<file path="config.mk">
export PLATFORM = sky130hd
export DESIGN_NAME = key_interface
export DESIGN_NICKNAME = d
export VERILOG_FILES = /design/src/rtl/key_pkg.sv /design/src/rtl/key_debounce.sv /design/src/rtl/key_interface.sv
export SDC_FILE = /design/constraint.sdc
export NUM_CORES = 1
export LEC_CHECK = 0
export BUFFER_PORTS_ARGS = -buffer_cell sky130_fd_sc_hd__buf_2
export CORE_MARGIN = 2
export CORE_UTILIZATION = 53
export DETAILED_ROUTE_END_ITERATION = 10
export PLACE_DENSITY = 0.73
export SYNTH_ARGS = -nofsm -noshare
export SYNTH_HDL_FRONTEND = slang
export SYNTH_SLANG_ARGS = --single-unit
</file>
<file path="constraint.sdc">
create_clock -name clk -period 5.3 [get_ports clk]
set_input_delay 0 -clock clk [delete_from_list [all_inputs] [get_ports clk]]
set_output_delay 0 -clock clk [all_outputs]
set_load 0.03 [all_outputs]
</file>
<file path="src/rtl/key_pkg.sv">
// Shared types and default timing constants for the key_interface block.
package key_pkg;

    // Bit 1 of the encoding is the debounced level (HELD and RELEASE_WAIT both read as held).
    typedef enum logic [1:0] {
        IDLE         = 2'b00,
        PRESS_WAIT   = 2'b01,
        HELD         = 2'b10,
        RELEASE_WAIT = 2'b11
    } key_state_t;

    localparam int DEF_DEBOUNCE_CYCLES = 500000;
    localparam int DEF_REPEAT_DELAY    = 25000000;
    localparam int DEF_REPEAT_PERIOD   = 5000000;

    function automatic int max2(input int a, input int b);
        return (a > b) ? a : b;
    endfunction

endpackage

</file>
<file path="src/rtl/key_debounce.sv">
// One pushbutton: inverting two-flop synchronizer, debounce FSM with sample counter,
// registered press/release pulses. Autorepeat is built only with KEY_AUTOREPEAT_EN.
module key_debounce
    import key_pkg::*;
#(
    parameter int DEBOUNCE_CYCLES = DEF_DEBOUNCE_CYCLES,
    parameter int REPEAT_DELAY    = DEF_REPEAT_DELAY,
    parameter int REPEAT_PERIOD   = DEF_REPEAT_PERIOD
) (
    input  logic       clk,
    input  logic       rst,
    input  logic       i_key_n,
    output logic [1:0] o_state,
    output logic       o_press,
    output logic       o_release
);

    localparam int CNT_W = (DEBOUNCE_CYCLES > 2) ? $clog2(DEBOUNCE_CYCLES) : 1;
    localparam logic [CNT_W-1:0] CNT_LAST = CNT_W'(DEBOUNCE_CYCLES - 1);

    if (DEBOUNCE_CYCLES < 2 || REPEAT_DELAY < 1 || REPEAT_PERIOD < 1) begin : g_param_check
        $error("key_debounce: timing parameters out of range");
    end

    logic             r_sync1;
    logic             r_sync2;
    key_state_t       r_state;
    key_state_t       w_state_nxt;
    logic [CNT_W-1:0] r_cnt;
    logic [CNT_W-1:0] w_cnt_nxt;
    logic             w_accept_press;
    logic             w_accept_release;
    logic             w_rep_hit;
    logic             r_press;
    logic             r_release;

    // Synchronizer carries "pressed" (1) so its reset value means released.
    always_ff @(posedge clk or negedge rst) begin
        if (!rst) begin
            r_sync1 <= 1'b0;
            r_sync2 <= 1'b0;
        end else begin
            r_sync1 <= ~i_key_n;
            r_sync2 <= r_sync1;
        end
    end

    always_comb begin
        w_state_nxt      = r_state;
        w_cnt_nxt        = r_cnt;
        w_accept_press   = 1'b0;
        w_accept_release = 1'b0;
        case (r_state)
            IDLE: begin
                if (r_sync2) begin
                    w_state_nxt = PRESS_WAIT;
                    w_cnt_nxt   = CNT_W'(1);
                end
            end
            PRESS_WAIT: begin
                if (!r_sync2) begin
                    w_state_nxt = IDLE;
                    w_cnt_nxt   = '0;
                end else if (r_cnt == CNT_LAST) begin
                    w_state_nxt    = HELD;
                    w_cnt_nxt      = '0;
                    w_accept_press = 1'b1;
                end else begin
                    w_cnt_nxt = r_cnt + 1'b1;
                end
            end
            HELD: begin
                if (!r_sync2) begin
                    w_state_nxt = RELEASE_WAIT;
                    w_cnt_nxt   = CNT_W'(1);
                end
            end
            RELEASE_WAIT: begin
                if (r_sync2) begin
                    w_state_nxt = HELD;
                    w_cnt_nxt   = '0;
                end else if (r_cnt == CNT_LAST) begin
                    w_state_nxt      = IDLE;
                    w_cnt_nxt        = '0;
                    w_accept_release = 1'b1;
                end else begin
                    w_cnt_nxt = r_cnt + 1'b1;
                end
            end
            default: begin
                w_state_nxt = IDLE;
                w_cnt_nxt   = '0;
            end
        endcase
    end

`ifdef KEY_AUTOREPEAT_EN
    localparam int REP_W = $clog2(max2(REPEAT_DELAY, REPEAT_PERIOD) + 1);
    localparam logic [REP_W-1:0] REP_FIRST = REP_W'(REPEAT_DELAY - 1);
    localparam logic [REP_W-1:0] REP_NEXT  = REP_W'(REPEAT_PERIOD - 1);

    logic [REP_W-1:0] r_rep_cnt;
    logic             r_rep_armed;
    logic             w_rep_stay;

    // Counts only while HELD persists across an edge; any exit (incl. a release bounce) restarts it.
    assign w_rep_stay = (r_state == HELD) && (w_state_nxt == HELD);
    assign w_rep_hit  = w_rep_stay && (r_rep_cnt == (r_rep_armed ? REP_NEXT : REP_FIRST));

    always_ff @(posedge clk or negedge rst) begin
        if (!rst) begin
            r_rep_cnt   <= '0;
            r_rep_armed <= 1'b0;
        end else if (!w_rep_stay) begin
            r_rep_cnt   <= '0;
            r_rep_armed <= 1'b0;
        end else if (w_rep_hit) begin
            r_rep_cnt   <= '0;
            r_rep_armed <= 1'b1;
        end else begin
            r_rep_cnt <= r_rep_cnt + 1'b1;
        end
    end
`else
    assign w_rep_hit = 1'b0;
`endif

    always_ff @(posedge clk or negedge rst) begin
        if (!rst) begin
            r_state   <= IDLE;
            r_cnt     <= '0;
            r_press   <= 1'b0;
            r_release <= 1'b0;
        end else begin
            r_state   <= w_state_nxt;
            r_cnt     <= w_cnt_nxt;
            r_press   <= w_accept_press | w_rep_hit;
            r_release <= w_accept_release;
        end
    end

    assign o_state   = r_state;
    assign o_press   = r_press;
    assign o_release = r_release;

endmodule

</file>
<file path="src/rtl/key_interface.sv">
// Pushbutton debounce and switch synchronization front end.
// Optional autorepeat on held keys is enabled by defining KEY_AUTOREPEAT_EN.
module key_interface
    import key_pkg::*;
#(
    parameter int NUM_KEYS        = 4,
    parameter int NUM_SW          = 10,
    parameter int DEBOUNCE_CYCLES = DEF_DEBOUNCE_CYCLES,
    parameter int REPEAT_DELAY    = DEF_REPEAT_DELAY,
    parameter int REPEAT_PERIOD   = DEF_REPEAT_PERIOD
) (
    input  logic                clk,
    input  logic                rst,
    input  logic [NUM_KEYS-1:0] KEY,
    input  logic [NUM_SW-1:0]   SW,
    output logic [NUM_KEYS-1:0] key_level,
    output logic [NUM_KEYS-1:0] key_press,
    output logic [NUM_KEYS-1:0] key_release,
    output logic [NUM_SW-1:0]   sw_sync
);

    logic [NUM_SW-1:0] r_sw_meta;
    logic [NUM_SW-1:0] r_sw_sync;

    always_ff @(posedge clk or negedge rst) begin
        if (!rst) begin
            r_sw_meta <= '0;
            r_sw_sync <= '0;
        end else begin
            r_sw_meta <= SW;
            r_sw_sync <= r_sw_meta;
        end
    end

    assign sw_sync = r_sw_sync;

    for (genvar g = 0; g < NUM_KEYS; g++) begin : g_key
        logic [1:0] w_state;

        key_debounce #(
            .DEBOUNCE_CYCLES (DEBOUNCE_CYCLES),
            .REPEAT_DELAY    (REPEAT_DELAY),
            .REPEAT_PERIOD   (REPEAT_PERIOD)
        ) u_key_debounce (
            .clk       (clk),
            .rst       (rst),
            .i_key_n   (KEY[g]),
            .o_state   (w_state),
            .o_press   (key_press[g]),
            .o_release (key_release[g])
        );

        // Reduces to state bit 1, so the level comes straight off a flop.
        assign key_level[g] = (w_state == HELD) || (w_state == RELEASE_WAIT);
    end

endmodule

</file>
# Yosys cells after proc, flatten, opt, wreduce, memory -nomap -nowiden
# Cells that the tools add are included.
# totals
reg_bits,120
inputBits,16
# classes
n_addsub,4
eq_ne,32
n_mux,72
n_bitwise,4
reduce_logical,16
# ops
cell,count
19-bit 2-to-1 mux,20
19-bit case mux with 4 select lines,4
19-bit by 1-bit adder with 19-bit output (second input constant),4
19-bit == test (second input constant),4
2-bit 2-to-1 mux,24
2-bit case mux with 4 select lines,4
1-bit 2-to-1 mux,20
2-bit == test (second input constant),8
4-bit AND reduction,4
3-bit by 1-bit inequality test with 1-bit output (second input constant),4
3-bit inequality test (second input constant),4
2-bit by 1-bit == test with 1-bit output (second input constant),4
2-bit zero test,4
2-bit by 1-bit inequality test with 1-bit output (second input constant),4
2-bit inequality test (second input constant),4
2-bit AND reduction,4
1-bit logical OR,4
1-bit NOT,4

# Logic depth before layout (Yosys ltp)
# logic_depth
ltp_word,4
depth_mapped,8
mapped_depth_nobuf,6

# Hierarchy
# A second synthesis with hierarchy kept.
# hier_totals
cells_unflattened,588
area_unflattened_um2,6004.5
# by_module_without_submodules
mod,instances,cells_each,area_per_inst_um2,seq_area_each_um2
key_debounce (g_key[0].u_key_debounce ...),3,142,1362.6,625.6
key_debounce (g_key[3].u_key_debounce),1,138,1401.3,625.6
key_interface,1,24,515.5,500.5

# Worst setup path before layout
# OpenSTA, ideal clock, no wires.
# synth_timing
path_kind,register to register
from,reg g_key[3].u_key_debounce.r_cnt[0]
to,reg g_key[3].u_key_debounce.r_cnt[12]
setup_ns,0.121
arrival_time_ns,1.752
required_ns,5.179
path_slack_ns,3.427
stages_incl_launch_ff,6
period_less_slack_ns,1.873
path_cell_list,dfrtp_1 -> ha_1 -> nand4_1 -> or4_1 -> a21o_1 -> a22o_1
# synth_between
elab_chain_len,4
# synth_lines
item,line,source
"start, declared",key_debounce.sv:29,logic [CNT_W-1:0] r_cnt;
"start signal, assigned",key_debounce.sv:136,r_cnt <= w_cnt_nxt;
19-bit by 1-bit adder with 19-bit output / 19-bit == test (equally long branches),--,
19-bit 2-to-1 mux *,"key_debounce.sv:64, key_debounce.sv:82",
19-bit 2-to-1 mux (on tied branches),"key_debounce.sv:79, key_debounce.sv:61",
19-bit case mux with 4 select lines *,key_debounce.sv:53,case (r_state)
# Mark *: on every way between the ends. The rest lies on a longest branch, timed or not.
# A chain may end at the register's enable or synchronous reset.

==> flow_summary.toml <==
[synthesis]
synth_edf_count = 0
synth_top_area_cell = "dfrtp_1"
yosysWarnings = 0
synthTopCellsByArea = "dfrtp_1, nand2_1, a31oi_1"
ys_seq_elements = 120
async_flop_share = 1.00
syn_area_um2 = 5780
synth.most_common_cell = "dfrtp_1"
synth_top_area_frac = 0.519
ys.flop_type = "dfrtp_1"
yosys-top-cells-count = "dfrtp_1, nand2_1, a31oi_1, nand3_1, a21oi_1"
syn_area_per_cell_um2 = 10.1
synth.distinct_cells = 59
synth_fp_nets = 595
yosysSeqAreaShare = 0.519
synthCells = 575

[clock_network]
cts_root_buffer = "clkbuf_8"
path_clk_slew_ns = 0.06
cts_made_buffers = 17
worstSkewPairLatency_ns = 0.53
cts_sinks = 120
ctsLongestPathBuffers = 2
cts_tree = "done"
cts_max_level = 4
cts_resized = 0
cts_setup_buffers = 0
postCtsHoldBufs = 15

[cells_and_area]
finalNonFillerCells = 762
final_util = 0.621
drive_gt1_frac = 0.145
syn_to_final_growth_pct = 15.4
diodes = 0
fillers = 883
nets = 629

[die]
die_area_um2 = 11800
ios = 38
initial_core_util = 0.538
core_area_um2 = 10700
die_x_um = 108
num_rows = 38
die_y_um = 108

[global_routing]
track_usage = 0.224
grt_pass1_vias = 4331
gr-total-overflow = 0
grt_max_degree = 67
antenna_found_initial = 0
grt_pass1_wl_um = 20500

[placement]
gp_congestion = 0.866
port_buffers = 37
dp_cells = 715
hpwl_um = 7570

[timing]
tightestPinTransition_ns = 1.20
fin_crit_sh = 0.450
finalHoldViolCount = 0
max_freq_ghz = 0.420
rsz0062_at_grt = "no"
drv_slew = 0
finalCriticalPeriod_ns = 2.38
slew_headroom = 0.193
setup_tns_ns = 0
setup_viol = 0
fin_worst_skew_ns = 0.00593
whs_ns = 0.0482

[drt]
routed_wl_um = 12200
vias = 4605
drt_iter0_drc = 372
ant_nets = 0
firstDrtPassIters = 6
viasPerCell = 6.04
wl_per_cell_um = 16.0
drc = 0

[critical_path]
endpoint_kind = "register"
cp_max_fo = 30
required_ns = 5.75
critPathSlowestCell = "a21oi_2"
worstSetupPathType = "reg -> reg"
cp-start-kind = "register"
crit_chain = "xor2_1, nand2_1, a21oi_2, a41oi_1, a31oi_1"
path_delay_family = "compound AO/OA/AOI/OAI gates"
cpPeakStageDelay_ns = 0.89
cp.buffers_inverters = 0
arrival_ns = 2.83

[power_and_ir_drop]
p_per_area_nw_per_um2 = 348
p_leak_uw = 0.00293
finalPower_uw = 2320
vdd_drop_max_mv = 0.299

[min_path]
hp-class = "in -> async"

[flow_run]
cap_violations = 0

[outcome]
outcome = "complete, no violations"
layout by cell type, fill, tap and decap left out, types with 4 or more instances in the layout:
cell,synthesis,routed
nand4_1,23,23
clkinvlp_4,0,5
or3_1,5,5
o21ai_1,10,10
or2_2,6,6
and4_1,6,6
nor3b_1,10,10
nor2_1,30,30
clkbuf_16,0,16
dfrtp_1,120,120
nor3_1,11,11
nand3_1,34,34
nand2_1,61,61
nor4_1,5,5
xor2_1,6,6
nand2b_1,14,14
mux2i_1,4,4
a21oi_1,32,31
a22o_1,14,14
and2_1,9,9
clkinv_2,0,6
a41oi_1,8,8
a21o_1,13,13
inv_1,12,12
a31oi_1,36,36
dlygate4sd3_1,0,15
o21ai_0,13,13
buf_2,9,36
ha_1,4,4
and3_1,9,9
sequential cells by signal (all words and copies together) (netlist names), named ones only:
signal                          cells
g_key.u_key_debounce.r_cnt         76
r_sw_meta                          10
sw_sync                            10
g_key.u_key_debounce.o_press        4
g_key.u_key_debounce.o_release      4
g_key.u_key_debounce.o_state        4
g_key.u_key_debounce.r_sync1        4
g_key.u_key_debounce.r_sync2        4
through the flow:
stage               worst slack, ns  area (um^2)
floorplan                      3.43         5780
global placement               3.08         5940
detailed placement             2.99         5940
CTS                            2.95         6670
global route                   2.63         6670
finish                         2.92         6670
cell families (layout without fill, tap and decap cells):
family | count (synthesis) | count (layout) | synth area share
multiplexers | 8 | 8 | 0.0147
buffers and inverters | 51 | 98 | 0.0455
adder cells (fa/ha/maj) | 4 | 4 | 0.00866
AND/OR/NAND/NOR | 239 | 239 | 0.227
AO/OA/AOI/OAI | 143 | 143 | 0.168
flip-flops | 120 | 120 | 0.519
XOR/XNOR | 10 | 10 | 0.0165
per-layer routing:
| metal | up-vias | part of all wire | wire (um) | track usage |
|---|---|---|---|---|
| met1 | 2261 | 0.46 | 5570 | 0.292 |
| met3 | 19 | 0.043 | 525 | 0.0675 |
| li1 | 2194 | - | - | - |
| met2 | 131 | 0.49 | 5970 | 0.355 |
| met5 | - | 0 | 0 | 0 |
| met4 | 0 | 0.012 | 151 | 0.0815 |
worst paths after layout:
kind | startpoint | to | slack (ns) | cells past startpoint
min | rst | g_key[3].u_key_debounce.r_cnt[12]$_DFFE_PN0P_ | 0.05 | 2
max | register | g_key[1].u_key_debounce.r_cnt[11]$_DFFE_PN0P_ | 2.92 | 5
min in group clk | SW[3] | r_sw_meta[3]$_DFF_PN0_ | 0.11 | 2
min reg2reg | r_sw_meta[6]$_DFF_PN0_ | sw_sync[6]$_DFF_PN0_ | 0.34 | 0
max reg2reg | register | g_key[1].u_key_debounce.r_cnt[11]$_DFFE_PN0P_ | 2.92 | 5
max in group asynchronous | rst | g_key[0].u_key_debounce.r_cnt[14]$_DFFE_PN0P_ | 3.99 | 3
where the power goes:
group / total [uW] / internal, uW / switching [uW]
sequential: 1000 / 957 / 46.8
clock: 1120 / 709 / 410
combinational: 200 / 73.9 / 126
total: 2320 / 1740 / 583
layout make-up:
| cell class | count | area [um^2] | share of cell area |
|---|---|---|---|
| Clock buffer | 18 | 418 | 0.0627 |
| Tap cell | 140 | 175 | 0.0263 |
| Sequential cell | 120 | 3000 | 0.450 |
| Inverter | 12 | 45.0 | 0.00675 |
| Timing Repair Buffer | 54 | 353 | 0.0529 |
| Clock inverter | 14 | 158 | 0.0236 |
| Multi-Input combinational cell | 404 | 2520 | 0.378 |
Note: power is estimated with default switching activity, not from simulation.
